### src/rtl/rs232_pkg.sv
// Shared constants, FSM state encoding and baud divisor helper for the RS-232 receiver.
package rs232_pkg;

    localparam int unsigned PARITY_NONE = 0;
    localparam int unsigned PARITY_ODD  = 1;
    localparam int unsigned PARITY_EVEN = 2;

    typedef enum logic [2:0] {
        ST_IDLE,
        ST_START,
        ST_DATA,
        ST_PAR,
        ST_STOP,
        ST_WAIT_HIGH
    } rx_state_t;

    // Clocks per 16x oversample tick, rounded to nearest.
    function automatic int unsigned rs232_divisor(input int unsigned freq, input int unsigned bps);
        return (freq + 8 * bps) / (16 * bps);
    endfunction

endpackage

### src/rtl/sync_fifo.sv
// Single-clock FIFO with extra-MSB pointers; head word is presented combinationally on rdata.
module sync_fifo #(
    parameter int unsigned WIDTH = 8,
    parameter int unsigned DEPTH = 4
) (
    input  logic             clock,
    input  logic             reset_n,
    input  logic             push,
    input  logic [WIDTH-1:0] wdata,
    input  logic             pop,
    output logic [WIDTH-1:0] rdata,
    output logic             full,
    output logic             empty
);

    localparam int unsigned AW = $clog2(DEPTH);

    logic [AW:0]      wr_ptr;
    logic [AW:0]      rd_ptr;
    logic [WIDTH-1:0] mem [DEPTH];
    logic             do_push;
    logic             do_pop;

    assign empty   = (wr_ptr == rd_ptr);
    assign full    = (wr_ptr[AW] != rd_ptr[AW]) && (wr_ptr[AW-1:0] == rd_ptr[AW-1:0]);
    // A full FIFO still accepts a push when the head is leaving on the same edge.
    assign do_push = push && (!full || pop);
    assign do_pop  = pop && !empty;
    assign rdata   = mem[rd_ptr[AW-1:0]];

    always_ff @(posedge clock or negedge reset_n) begin
        if (!reset_n) begin
            wr_ptr <= '0;
            rd_ptr <= '0;
            for (int unsigned i = 0; i < DEPTH; i++) begin
                mem[i] <= '0;
            end
        end else begin
            if (do_push) begin
                mem[wr_ptr[AW-1:0]] <= wdata;
                wr_ptr              <= wr_ptr + (AW+1)'(1);
            end
            if (do_pop) begin
                rd_ptr <= rd_ptr + (AW+1)'(1);
            end
        end
    end

endmodule

### src/rtl/rs232rx_buffered.sv
// RS-232 receiver with 16x oversampling, majority voting, optional parity and an AXI4-Stream FIFO output.
module rs232rx_buffered
    import rs232_pkg::*;
#(
    parameter int unsigned FREQUENCY  = 25_000_000,
    parameter int unsigned BPS        = 57_600,
    parameter int unsigned DATA_BITS  = 8,
    parameter int unsigned PARITY     = 0,
    parameter int unsigned FIFO_DEPTH = 4
) (
    input  logic                 clock,
    input  logic                 reset_n,
    input  logic                 serial_in,
    output logic [DATA_BITS-1:0] tdata,
    output logic [1:0]           tuser,
    output logic                 tvalid,
    input  logic                 tready,
    output logic                 overrun,
    output logic                 break_det
);

    localparam int unsigned DIV = rs232_divisor(FREQUENCY, BPS);
    localparam int unsigned CW  = $clog2(DIV + 1);
    localparam int unsigned FW  = DATA_BITS + 2;

    rx_state_t            state, state_d;
    logic                 sync1, sync2;
    logic [CW-1:0]        div_cnt, div_d;
    logic [3:0]           os_cnt, os_d;
    logic                 s7, s7_d, s8, s8_d;
    logic [3:0]           bit_cnt, bit_d;
    logic [DATA_BITS-1:0] shreg, shreg_d;
    logic                 pacc, pacc_d;
    logic                 perr, perr_d;
    logic                 pbit, pbit_d;
    logic                 brk_d;
    logic                 tick_c, mid_c, maj_c, push_c, pop_c;
    logic                 fifo_full, fifo_empty;
    logic [FW-1:0]        wdata_c, rdata;

    // Two-flop synchroniser, idles high so a fresh reset never looks like a start bit.
    always_ff @(posedge clock or negedge reset_n) begin
        if (!reset_n) begin
            sync1 <= 1'b1;
            sync2 <= 1'b1;
        end else begin
            sync1 <= serial_in;
            sync2 <= sync1;
        end
    end

    assign tick_c  = (div_cnt == CW'(DIV - 1));
    assign mid_c   = tick_c && (os_cnt == 4'd9);
    assign maj_c   = (s7 & s8) | (s7 & sync2) | (s8 & sync2);
    assign wdata_c = {perr, ~maj_c, shreg};

    always_comb begin
        state_d = state;
        div_d   = tick_c ? '0 : div_cnt + CW'(1);
        os_d    = tick_c ? os_cnt + 4'd1 : os_cnt;
        s7_d    = (tick_c && os_cnt == 4'd7) ? sync2 : s7;
        s8_d    = (tick_c && os_cnt == 4'd8) ? sync2 : s8;
        bit_d   = bit_cnt;
        shreg_d = shreg;
        pacc_d  = pacc;
        perr_d  = perr;
        pbit_d  = pbit;
        push_c  = 1'b0;
        brk_d   = 1'b0;
        unique case (state)
            ST_IDLE: begin
                // Realign the oversample grid to the falling edge of the start bit.
                if (!sync2) begin
                    state_d = ST_START;
                    div_d   = '0;
                    os_d    = '0;
                    bit_d   = '0;
                    pacc_d  = 1'b0;
                    perr_d  = 1'b0;
                    pbit_d  = 1'b0;
                end
            end
            ST_START: begin
                if (mid_c) begin
                    state_d = maj_c ? ST_IDLE : ST_DATA;
                end
            end
            ST_DATA: begin
                if (mid_c) begin
                    shreg_d = {maj_c, shreg[DATA_BITS-1:1]};
                    pacc_d  = pacc ^ maj_c;
                    bit_d   = bit_cnt + 4'd1;
                    if (bit_cnt == 4'(DATA_BITS - 1)) begin
                        state_d = (PARITY != PARITY_NONE) ? ST_PAR : ST_STOP;
                    end
                end
            end
            ST_PAR: begin
                if (mid_c) begin
                    pbit_d  = maj_c;
                    perr_d  = (PARITY == PARITY_ODD) ? ~(pacc ^ maj_c) : (pacc ^ maj_c);
                    state_d = ST_STOP;
                end
            end
            ST_STOP: begin
                if (mid_c) begin
                    push_c  = 1'b1;
                    brk_d   = ~maj_c && (shreg == '0) && ~pbit;
                    state_d = maj_c ? ST_IDLE : ST_WAIT_HIGH;
                end
            end
            ST_WAIT_HIGH: begin
                if (sync2) begin
                    state_d = ST_IDLE;
                end
            end
            default: state_d = ST_IDLE;
        endcase
    end

    always_ff @(posedge clock or negedge reset_n) begin
        if (!reset_n) begin
            state     <= ST_IDLE;
            div_cnt   <= '0;
            os_cnt    <= '0;
            s7        <= 1'b0;
            s8        <= 1'b0;
            bit_cnt   <= '0;
            shreg     <= '0;
            pacc      <= 1'b0;
            perr      <= 1'b0;
            pbit      <= 1'b0;
            overrun   <= 1'b0;
            break_det <= 1'b0;
        end else begin
            state     <= state_d;
            div_cnt   <= div_d;
            os_cnt    <= os_d;
            s7        <= s7_d;
            s8        <= s8_d;
            bit_cnt   <= bit_d;
            shreg     <= shreg_d;
            pacc      <= pacc_d;
            perr      <= perr_d;
            pbit      <= pbit_d;
            overrun   <= push_c && fifo_full && !pop_c;
            break_det <= brk_d;
        end
    end

    assign pop_c = tvalid && tready;

    sync_fifo #(
        .WIDTH(FW),
        .DEPTH(FIFO_DEPTH)
    ) u_fifo (
        .clock  (clock),
        .reset_n(reset_n),
        .push   (push_c),
        .wdata  (wdata_c),
        .pop    (pop_c),
        .rdata  (rdata),
        .full   (fifo_full),
        .empty  (fifo_empty)
    );

    assign tvalid          = !fifo_empty;
    assign {tuser, tdata}  = rdata;

endmodule

### config.mk
export PLATFORM = sky130hd
export DESIGN_NAME = rs232rx_buffered
export DESIGN_NICKNAME = d
export VERILOG_FILES = /design/src/rtl/rs232_pkg.sv /design/src/rtl/sync_fifo.sv /design/src/rtl/rs232rx_buffered.sv
export SDC_FILE = /design/constraint.sdc
export NUM_CORES = 1
export LEC_CHECK = 0
export ABC_AREA = 0
export CAP_MARGIN = 20
export CORE_MARGIN = 2
export CORE_UTILIZATION = 49
export CTS_CLUSTER_DIAMETER = 40
export DETAILED_ROUTE_END_ITERATION = 10
export PLACE_DENSITY = 0.71
export RECOVER_POWER = 100
export SYNTH_ARGS = -nofsm -noshare
export SYNTH_HDL_FRONTEND = slang
export SYNTH_SLANG_ARGS = --single-unit
### constraint.sdc
create_clock -name clock -period 4.1 [get_ports clock]
set_input_delay 0.41 -clock clock [delete_from_list [all_inputs] [get_ports clock]]
set_output_delay 0.41 -clock clock [all_outputs]
set_load 0.02 [all_outputs]
Word level (Yosys, flattened, before mapping) --
Index checks and enable logic that the tools add are counted.
Cells by class: divide/modulo/power cells 0, magnitude comparators 3, add/sub/neg operators 5, multiply operators 0, bitwise gates (word level) 10, mux-type cells 35, equality and inequality tests 20, reductions and logical operators 24, shift-type cells 0
Operator list (count):
- bitwise mux 40 bit | 1
- 2-to-1 mux 10 bit | 3
- 2-to-1 mux 3 bit | 8
- binary-select mux 10 bit (select 2 bit) | 1
- demux 10 bit (select 2 bit) | 1
- 2-to-1 mux 4 bit | 5
- case mux 3 bit (6 select lines) | 1
- 2-to-1 mux 5 bit | 3
- != test 2 bit (second input constant) | 7
- logical AND 1 bit | 12
- adder 4 x 1 -> 4 bit (second input constant) | 2
- == test 4 x 3 -> 1 bit (second input constant) | 2
- == test 4 bit (second input constant) | 2
- zero test 8 bit | 1
- case mux 4 bit (2 select lines) | 1
- 2-to-1 mux 1 bit | 7
- AND reduction 7 bit | 1
- adder 3 x 1 -> 3 bit (second input constant) | 2
- == test 3 x 2 -> 1 bit (second input constant) | 2
- == test 3 bit (second input constant) | 2
- greater-or-equal comparator 3 bit (second input constant) | 2
- inverter 2 -> 3 bit | 2
- case mux 1 bit (2 select lines) | 3
- AND reduction 3 bit | 2
- 17 further kinds | 24
Storage, ports and cells: input bits 4, bits in read-only memories 0, RAM bits 0, bits in latches 0, logic and storage cells 117, output and inout bits 13, memories kept 0, register bits after elaboration 79

Depth between registers and ports, before layout --
word-level depth 8, mapped depth 8, gate-level depth less buffers 6

Cells and area by module --
A second synthesis with hierarchy kept.
Second synthesis, totals: cells, all modules 284, area total of the unflattened synthesis 3826.2 µm²
Modules (own cells, without submodules):
- sync_fifo | sequential area each 1151.1 µm², cells an instance 137, area each 2229.6 µm², instances 1
- rs232rx_buffered | sequential area each 828.3 µm², cells an instance 147, area each 1596.5 µm², instances 1

Worst setup path after synthesis --
OpenSTA, ideal clock, no wires.
kind reg-to-reg, start register os_cnt[0], end register u_fifo.mem[0] (netlist bit), setup slack 2269 ps, path buffers 2, stages on the path, launching flop included 8, arrival time 1705 ps, path through dfrtp_1 ha_1 and3b_1 and4_1 buf_6 nand3_4 buf_6 mux2_4
On the way: word-level cells in the longest chain between the ends 5
RTL lines:
- start, declared | RTL line rs232rx_buffered.sv:29 | logic [3:0] os_cnt, os_d;
- start signal, assigned | RTL line rs232rx_buffered.sv:138 | os_cnt <= os_d;
- == test 4 bit | RTL line rs232rx_buffered.sv:53 | assign mid_c = tick_c && (os_cnt == 4'd9);
- logical AND 1 bit | RTL line rs232rx_buffered.sv:53
- 2-to-1 mux 1 bit | RTL line rs232rx_buffered.sv:106 | if (mid_c) begin
- 2-to-1 mux 1 bit | RTL line rs232rx_buffered.sv:70 | unique case (state)
- logical AND 1 bit | RTL line sync_fifo.sv:27 | assign do_push = push && (!full || pop);
- end signal, assigned by index | RTL line sync_fifo.sv:40 | mem[wr_ptr[AW-1:0]] <= wdata;
- end, declared | RTL line sync_fifo.sv:20 | logic [WIDTH-1:0] mem [DEPTH];
No other way between the ends. A chain may end at the register's enable or synchronous reset.

Worst setup path after layout --
start register u_fifo.rd_ptr[0], end output port tuser[0]
On the way: word-level cells in the longest chain between the ends 4
RTL lines:
- start, declared | RTL line sync_fifo.sv:19 | logic [AW:0] rd_ptr;
- start signal, assigned | RTL line sync_fifo.sv:44 | rd_ptr <= rd_ptr + (AW+1)'(1);
- inverter 2 -> 3 bit (implied by the code) | RTL line sync_fifo.sv:29 | assign rdata = mem[rd_ptr[AW-1:0]];
- binary-select mux 10 bit (select 2 bit) | RTL line sync_fifo.sv:29
- 2-to-1 mux 10 bit (implied by the code) (2 in a row) | RTL line sync_fifo.sv:29
- end, declared | RTL line rs232rx_buffered.sv:15 | output logic [1:0] tuser,
No other way between the ends. The select of a mux whose other input is x is not followed.

==> flow_summary.json <==
{
  "cp_cell_sequence": "mux4_2 -> dlygate4sd3_1",
  "netlist_instances": 269,
  "share_seq_of_total_power": 0.573,
  "fin_setup_tns_ps": 0,
  "num_io_pins": 17,
  "async_flop_share": 1.00,
  "ctsLongestPathBuffers": 2,
  "floorplan.core_area_um2": 7290,
  "area_delta_synth_final_pct": 8.66,
  "final_nets": 301,
  "highest_cell_delay_on_the_worst_timing_path_ps": 830,
  "detailed_place_hpwl_um": 4150,
  "timing.fmax_mhz": 348,
  "insertion_delay_ps": 360,
  "first_global_vias": 2232,
  "route.detailed.wl_per_inst_um": 16.4,
  "post-route-cell-area_um2": 4050,
  "cts_root_buffer": "clkbuf_8",
  "num_antenna_cells": 0,
  "hold_path_class": "reg2reg",
  "period_share": 0.700,
  "worst-endpoint-required_ps": 3690,
  "critical_path.startpoint_type": "flop",
  "clk_pin_slew_worst_paths_ps": 80,
  "commonest_register_cell_after_synthesis": "dfrtp_1",
  "drc": 0,
  "h-tree-depth": 3,
  "drive_gt1_frac": 0.247,
  "drtPass1Iterations": 4,
  "synth.ff_latch_count": 79,
  "timing.hold.ws_ps": 358,
  "synth_top_cell_by_area": "dfrtp_1",
  "vias_per_cell": 5.42,
  "first_pass_grt_wire_length_um": 11300,
  "status": "finished, violations left",
  "cts_hold_buffers": 0,
  "drt_wl_total_um": 6380,
  "yosys_warnings": 0,
  "hold_path_depth": 0,
  "source_of_the_worst_register_to_register_timing_path": "div_cnt[0]",
  "cts_inserted_buffers": 9,
  "setup.worst_path.end_class": "primary output",
  "synth-edff-count": 0,
  "drtAntennaViolNets": 0,
  "final_max_slew_viol_count": 80,
  "synth_cell_types": 47,
  "max-vdd-ir-drop_mv": 0.178,
  "syn_nets": 284,
  "worstHoldStart": "sync1",
  "worst_pin_slew_ps": 1900,
  "rr_endpoint": "u_fifo.mem[5]",
  "power_frac_clock": 0.414,
  "detailedRoute.firstIterationViolations": 112,
  "timing.max_slew.rel_slack": -0.266,
  "switching_power_uw": 300,
  "syn-mean-instance-area_um2": 13.9,
  "clock_sinks": 79,
  "report.final.setup_viol": 0,
  "unrepaired_setup_endpoints_after_global_routing": "no",
  "final_cell_count_no_fill": 390,
  "floorplan.die.height_um": 91.2,
  "p_leak_uw": 0.00194,
  "die_x_um": 91.2,
  "placedCellCount": 374,
  "area_of_placed_instances_um2": 3950,
  "ff2ff_path_depth": 6,
  "post_synth_top_area_share": 0.517,
  "grt_max_degree": 80,
  "grt_util_all_layers": 0.177,
  "num_vias": 2112,
  "final_hold_viol_count": 0,
  "yosys-top-cells-area": "dfrtp_1 (52%), mux2_2 (13%), mux4_2 (6.0%)",
  "starting_density": 0.511,
  "overflow": 0,
  "die_area_um2": 8320,
  "reg2reg_setup_slack_ps": 1400,
  "cellPowerDensity_nw_per_um2": 337,
  "cpMaxStageDelayCell": "dfrtp_1",
  "cts_tree": "done",
  "mappedNetlistArea_um2": 3730,
  "critical_path_peak_fanout": 13,
  "pwr-share-comb": 0.013,
  "net_switching_share_of_the_total_power": 0.220,
  "internal_power_uw": 1060,
  "fin_worst_skew_ps": 14.4,
  "max_cap_violations": 1,
  "cp_data_arrival_time_ps": 2460,
  "placement.io_buffers": 16,
  "critPathKind": "reg2out",
  "violations": "capacitance limit, slew limit",
  "number_of_placement_rows": 31,
  "antenna_found_initial": 0,
  "final_core_util": 0.556,
  "fin_crit_period_ps": 2870,
  "hold-path-endpoint": "sync2",
  "post-cts-setup-buffer-count": 0,
  "sequential_element_share_of_the_synthesized_area": 0.531,
  "globalplace.congestion": 0.759,
  "cts_resized": 0
}
## cell families (layout without fill, tap and decap cells)
logic type      after synthesis  count (layout)  share of synthesized area
fa+ha+maj                    12              12                     0.0396
compound gates               20              20                     0.0362
flops                        79              79                      0.531
simple gates                 63              63                      0.105
xor+xnor                     15              15                     0.0352
mux                          64              64                      0.232
buf+inv                      16              38                     0.0211
## power groups by stage
stage          Combinational [µW]  Sequential (µW)  Clock, µW
2_1_floorplan                1.66              797          0
3_3_place_gp                 19.9              797          0
3_5_place_dp                 20.3              797          0
4_1_cts                      20.4              781        581
5_1_grt                      21.9              782        624
6_report                     18.2              781        565
## registers in the layout (all words and copies together), names as in the netlist
name           count
bit_cnt            4
break_det          1
div_cnt            5
os_cnt             4
overrun            1
pacc               1
pbit               1
perr               1
s7                 1
s8                 1
shreg              8
state              3
sync1              1
sync2              1
u_fifo.mem        40
u_fifo.rd_ptr      3
u_fifo.wr_ptr      3
## routing by layer
layer | GRT usage | part of all wire | vias to the layer above
met5 | 0 | 0 | -
met4 | 0.0682 | 0.018 | 0
met3 | 0.0498 | 0.030 | 12
met2 | 0.260 | 0.45 | 29
met1 | 0.251 | 0.50 | 1065
li1 | - | - | 1006
## critical path, delay by kind of cell (launching register included)
kind	cells	cell delay, ps
DFF	1	830
muxes	1	600
buffers and inverters	1	670
## cell type report
cell class              count  area, µm²
fillers                   641       3240
flip-flops and latches     79       1980
multi-input cells         174       1580
repair buffers             16        155
clock buffers              11        131
well taps                  99        124
clock inverters             5       58.8
inverters                   6       22.5
## per-stage QoR
step | setup WS [ps] | power [µW]
global placement | 1680 | 817
detailed placement | 1620 | 817
floorplan | 2270 | 798
finish | 1230 | 1360
CTS | 1290 | 1380
global route | 1060 | 1430
## how the worst max path moves through the flow
stage	startpoint	cells after the start	to
2_1_floorplan	os_cnt[0]	7	u_fifo.mem[0]
3_3_place_gp	u_fifo.rd_ptr[0]	2	tdata[0]
3_5_place_dp	div_cnt[0]	6	u_fifo.mem[1]
4_1_cts	u_fifo.rd_ptr[0]	2	tuser[0]
5_1_grt	u_fifo.rd_ptr[0]	2	tuser[0]
6_report	u_fifo.rd_ptr[0]	2	tuser[0]
## placed cells by master, fill, tap and decap left out, types with 3 or more instances in the layout
cell	count
a21oi_1	3
a22o_1	3
clkbuf_8	9
dfrtp_1	77
dlygate4sd3_1	14
ha_1	11
inv_1	6
mux2_1	9
mux2_2	43
mux4_2	10
nand2_1	10
nand3_1	9
nand4b_1	3
nor2_1	17
nor3_1	4
nor4_1	4
o21ai_0	4
xnor2_1	10
xor2_1	5
## Yosys cell counts (2+ instances only)
master and instances:
a21oi_1 3, a22o_1 3, a31oi_1 2, and3_1 2
buf_2 3, buf_6 2, clkbuf_1 4, dfrtp_1 77
dfstp_2 2, ha_1 11, inv_1 6, mux2_2 43
mux2_4 9, mux2i_1 2, mux4_2 10, nand2_1 10
nand2b_1 2, nand3_1 5, nand3_4 4, nand3b_1 2
nand4_1 2, nand4b_1 2, nor2_1 17, nor3_1 4
nor4_1 4, o21ai_0 4, xnor2_1 10, xor2_1 5
Note: power is estimated with default switching activity, not from simulation.
